--- src/rtl/ciphertext_buffer.sv ---
// rtl/ciphertext_buffer.sv - in-order FWFT byte FIFO for Z_227 ciphertext, optional CIPHERTEXT_BUFFER_CHECKSUM_EN checksum
module ciphertext_buffer #(
  parameter int DEPTH = 16,
  parameter int P     = 227
) (
  input  logic                     clk,
  input  logic                     rst_n,
  input  logic [7:0]               char_ciphertext,
  input  logic                     c_ready,
  input  logic                     err_invalid_ptxt,
  input  logic                     clear,
  output logic [7:0]               out_data,
  output logic                     out_valid,
  input  logic                     out_ready,
  output logic                     fifo_full,
  output logic                     fifo_empty,
  output logic [$clog2(DEPTH):0]   count,
  output logic                     err_overflow,
  output logic                     err_range
`ifdef CIPHERTEXT_BUFFER_CHECKSUM_EN
  ,
  output logic [7:0]               checksum
`endif
);

  localparam int AW = $clog2(DEPTH);
  localparam int CW = AW + 1;
  localparam logic [8:0] P9 = 9'(P);
  localparam logic [CW-1:0] DEPTH_C = CW'(DEPTH);

  logic [7:0]    mem [DEPTH];
  logic [AW-1:0] wr_ptr;
  logic [AW-1:0] rd_ptr;
  logic [CW-1:0] count_q;
  logic          err_overflow_q;
  logic          err_range_q;

  logic wr_req;
  logic in_range;
  logic pop;
  logic wr_en;

  assign wr_req   = c_ready && !err_invalid_ptxt;
  assign in_range = ({1'b0, char_ciphertext} < P9);

  // Status flags come straight from the count register, never from c_ready
  assign fifo_empty = (count_q == '0);
  assign fifo_full  = (count_q == DEPTH_C);
  assign out_valid  = !fifo_empty;
  assign count      = count_q;
  assign err_overflow = err_overflow_q;
  assign err_range    = err_range_q;

  // A full FIFO can still take a byte when the head leaves the same cycle
  assign pop   = out_valid && out_ready;
  assign wr_en = wr_req && in_range && (!fifo_full || pop);

  // First-word-fall-through head, masked so an empty FIFO shows zero
  always_comb begin
    out_data = 8'h00;
    if (!fifo_empty) out_data = mem[rd_ptr];
  end

  // Storage array; contents are never reset, occupancy is tracked by count_q
  always_ff @(posedge clk) begin
    if (wr_en && !clear) mem[wr_ptr] <= char_ciphertext;
  end

  // Pointers and occupancy; pointers wrap naturally at the power-of-two depth
  always_ff @(posedge clk or negedge rst_n) begin
    if (!rst_n) begin
      wr_ptr  <= '0;
      rd_ptr  <= '0;
      count_q <= '0;
    end else if (clear) begin
      wr_ptr  <= '0;
      rd_ptr  <= '0;
      count_q <= '0;
    end else begin
      if (wr_en) wr_ptr <= wr_ptr + AW'(1);
      if (pop)   rd_ptr <= rd_ptr + AW'(1);
      if (wr_en && !pop)      count_q <= count_q + CW'(1);
      else if (pop && !wr_en) count_q <= count_q - CW'(1);
    end
  end

  // Sticky error flags, released only by clear or reset
  always_ff @(posedge clk or negedge rst_n) begin
    if (!rst_n) begin
      err_overflow_q <= 1'b0;
      err_range_q    <= 1'b0;
    end else if (clear) begin
      err_overflow_q <= 1'b0;
      err_range_q    <= 1'b0;
    end else begin
      if (wr_req && !in_range)                      err_range_q    <= 1'b1;
      if (wr_req && in_range && fifo_full && !pop)  err_overflow_q <= 1'b1;
    end
  end

`ifdef CIPHERTEXT_BUFFER_CHECKSUM_EN
  logic [7:0] checksum_q;
  logic [8:0] sum9;
  logic [8:0] sum_mod;

  // Both operands are below P, so a single conditional subtract reduces mod P
  always_comb begin
    sum9    = {1'b0, checksum_q} + {1'b0, char_ciphertext};
    sum_mod = sum9;
    if (sum9 >= P9) sum_mod = sum9 - P9;
  end

  // Running mod-P sum of accepted bytes only
  always_ff @(posedge clk or negedge rst_n) begin
    if (!rst_n)      checksum_q <= 8'h00;
    else if (clear)  checksum_q <= 8'h00;
    else if (wr_en)  checksum_q <= sum_mod[7:0];
  end

  assign checksum = checksum_q;
`endif

endmodule

--- config.mk ---
export PLATFORM = sky130hd
export DESIGN_NAME = ciphertext_buffer
export DESIGN_NICKNAME = d
export VERILOG_FILES = /design/src/rtl/ciphertext_buffer.sv
export SDC_FILE = /design/constraint.sdc
export NUM_CORES = 1
export LEC_CHECK = 0
export BUFFER_PORTS_ARGS = -buffer_cell sky130_fd_sc_hd__buf_4
export CAP_MARGIN = 20
export CORE_MARGIN = 1.5
export CORE_UTILIZATION = 50
export CTS_CLUSTER_DIAMETER = 120
export DETAILED_ROUTE_END_ITERATION = 12
export PLACE_DENSITY_LB_ADDON = 0.05
export RECOVER_POWER = 100
export SLEW_MARGIN = 20
export SYNTH_ARGS = -nofsm -noshare
export SYNTH_HDL_FRONTEND = slang
export SYNTH_SLANG_ARGS = --single-unit
--- constraint.sdc ---
create_clock -name clk -period 3.8 [get_ports clk]
set_input_delay 0.76 -clock clk [delete_from_list [all_inputs] [get_ports clk]]
set_output_delay 0.76 -clock clk [all_outputs]
set_load 0.005 [all_outputs]
==> reports/qor.csv <==
stage,metric,value,unit
status,status,finished clean,
timing,Peak Freq,306,MHz
layout,most frequent cells in the layout,"edfxtp_1, mux4_2, nor2_1, clkbuf_1, mux2i_1",
layout,"most common cell after layout, fill and taps aside",edfxtp_1,
critical_path,data arrival time of the worst path,2.51,ns
logic_synthesis,Syn Std Cell Area,5900,sq um
clock_tree,"Reg clk slew, reported paths",0.05,ns
floorplan,die area,12500,sq um
timing,final-report hold violation count,0,
global_route,initial antenna violation count,0,
clock_tree,TritonCTS buffer count,17,
critical_path,nature of the critical path endpoint,output port,
clock_tree,cts repair resizes,0,
logic_synthesis,Yosys cell types,34,
layout,Non-Filler Instances,528,
logic_synthesis,Yosys reg bits,143,
timing,fin crit share,86.1,%
pwr,P_leak,2.26,nW
layout,Fillers,858,
clock_tree,CTS root buf,clkbuf_16,
critical_path,CP Class,reg2out,
timing,Clock Skews,0.00462,ns
logic_synthesis,synthesized area per cell,18.7,sq um
logic_synthesis,Synth warnings,0,
clock_tree,CTS tree,done,
logic_synthesis,syn_nets,340,
placement,DP Cell Count,497,
worst_hold_path,min-delay worst type,in2async,
clock_tree,setup bufs post-CTS,0,
logic_synthesis,Yosys top cell by area,edfxtp_1,
floorplan,initial core utilization,51.4,%
logic_synthesis,Cells after Synth,316,
floorplan,core footprint,11500,sq um
detailed_routing,Post-DRT Antenna Nets,0,
pwr,VDD IR max,0.403,mV
timing,setup TNS,0,ns
detailed_routing,WL final,11.3,mm
global_route,pin count of the biggest net entering global routing,33,
detailed_routing,DR iter-0 viols,201,
global_route,first-pass GRT wire length,17.8,mm
floorplan,Ports,32,
timing,max-slew violation count,0,
placement,Post-Place Worst Slack,0.672,ns
pwr,PD cells,657,nW/um^2
clock_tree,clock sinks,143,
timing,Slew @ Worst Pin,0.859,ns
floorplan,die width,112,um
critical_path,Critical Path Source Type,register,
detailed_routing,Residual DRC,0,
global_route,global route overflow,0,
floorplan,Cell Rows,39,
global_route,number of global-route vias before repair,3049,
logic_synthesis,Synth top area share,65.2,%
placement,GPL Wtd Cong,0.748,
timing,Final min period,3.27,ns
placement,count of port buffers added during placement,31,
timing,final setup margin,0.530,ns
global_route,gr usage total,20.0,%
detailed_routing,wire per inst,21.4,um
timing,final setup violation count,0,
logic_synthesis,"top cells by area, synth","edfxtp_1, mux4_2, dfrtp_1, mux2i_1, ha_1",
layout,share of post-route cells with drive strength above 1,21.8,%
placement,Post-DP HPWL,7.19,mm
clock_tree,worst skew pair latency,0.41,ns
job,max_cap viols,0,
floorplan,die height,112,um
clock_tree,post-cts hold buffer count,0,
detailed_routing,routed via count,2944,
timing,RSZ-0062 raised after global routing,no,
layout,antenna cells,0,
critical_path,crit path max fanout,15,
detailed_routing,via/cell ratio,5.58,
clock_tree,H-tree level count,4,
layout,fin nets,397,
layout,area delta synth->final,16.2,%
clock_tree,CTS Buffer Depth,2,
logic_synthesis,register area share after synthesis,71.5,%
critical_path,Worst EP required,3.04,ns
detailed_routing,First-pass DRT Iterations,4,
timing,Slew HR,42.8,%
-- area by class of cell --
type                       instances  area, sq um  share of cell area, %
sequential                       143         4220                   61.6
multi-input combinational        155         1580                   23.1
clock buffer                      20          437                   6.37
timing repair buffer              52          297                   4.33
tap                              143          179                   2.61
clock inverter                    11          123                   1.79
inverter                           4         15.0                  0.219
-- critical path: stages (launching register included) --
cell	delay, ns
dfrtp_2	0.66
buf_4	0.39
mux4_2	0.53
mux2i_1	0.21
o22ai_1	0.14
buf_4	0.16
-- power breakdown --
| part | internal, mW | total [mW] | switching (mW) | leakage, nW |
|---|---|---|---|---|
| logic | 0.570 | 1.08 | 0.512 | 0.633 |
| registers | 1.76 | 1.84 | 0.0880 | 1.35 |
| clock network | 1.01 | 1.57 | 0.563 | 0.273 |
| total | 3.34 | 4.50 | 1.16 | 2.26 |
-- final timing paths --
path,from,endpoint,slack (ns),depth (start not counted)
worst max-delay path,rd_ptr[0],out_data[5],0.53,5
worst min-delay path,rst_n,err_range,0.43,1
worst max register to register,count[2],count[4],0.87,9
worst min register to register,err_overflow,err_overflow,0.50,2
max in group asynchronous,rst_n,rd_ptr[0],2.78,1
min in group clk,err_overflow,err_overflow,0.50,2
-- logic make-up (layout without fill, tap and decap cells) --
group	Yosys count	in the layout	share of synthesized area, %
DFF	143	143	71.5
muxes	54	54	16.2
buffers and inverters	18	87	1.31
xor gates and xnor gates	8	8	1.19
and+or+nand+nor	63	63	4.90
AOI/OAI and AO/OA	20	20	2.65
adders and majority gates	10	10	2.25
-- cells in the mapped netlist (all sizes together) --
cell and n:
o22ai 8, nand4 3, ha 9, inv 4, and2 2, a31oi 1
nor4 1, nand3 5, edfxtp 128, nor2 30, mux2i 21, and3b 1
clkbuf 5, nand2b 3, buf 9, nor2b 2, a2111oi 1, xnor2 2
or3 2, or4 1, dfrtp 15, o21a 2, o21ai 1, xor2 6
a21oi 6, nor3 1, mux4 32, fa 1, nand2 12, mux2 1
a21boi 1
-- metal layers --
layer / vias to the layer above / track usage (%) / part of all wire [%]
met3: 14 / 5.06 / 3.3
met5: - / 0 / 0
met2: 57 / 30.4 / 48
met1: 1503 / 28.2 / 47
li1: 1370 / - / -
met4: 0 / 7.85 / 1.4
-- per-stage QoR --
step           instance area, sq um  hold WS [ns]  power, mW  utilization (%)
3_5_place_dp                   6410         0.497       3.01             55.9
5_1_grt                        6850         0.502       4.72             59.8
4_1_cts                        6970         0.185       4.59             60.8
6_report                       6850         0.432       4.50             59.8
2_1_floorplan                  5900         0.464       2.61                -
3_3_place_gp                   6410         0.493       3.00             55.9
-- registers in the layout, summed over array words and instances, names as in the netlist --
name,cells
wr_ptr,4
rd_ptr,4
err_range,1
err_overflow,1
mem,128
count,5
(Power assumes the default switching activity.)
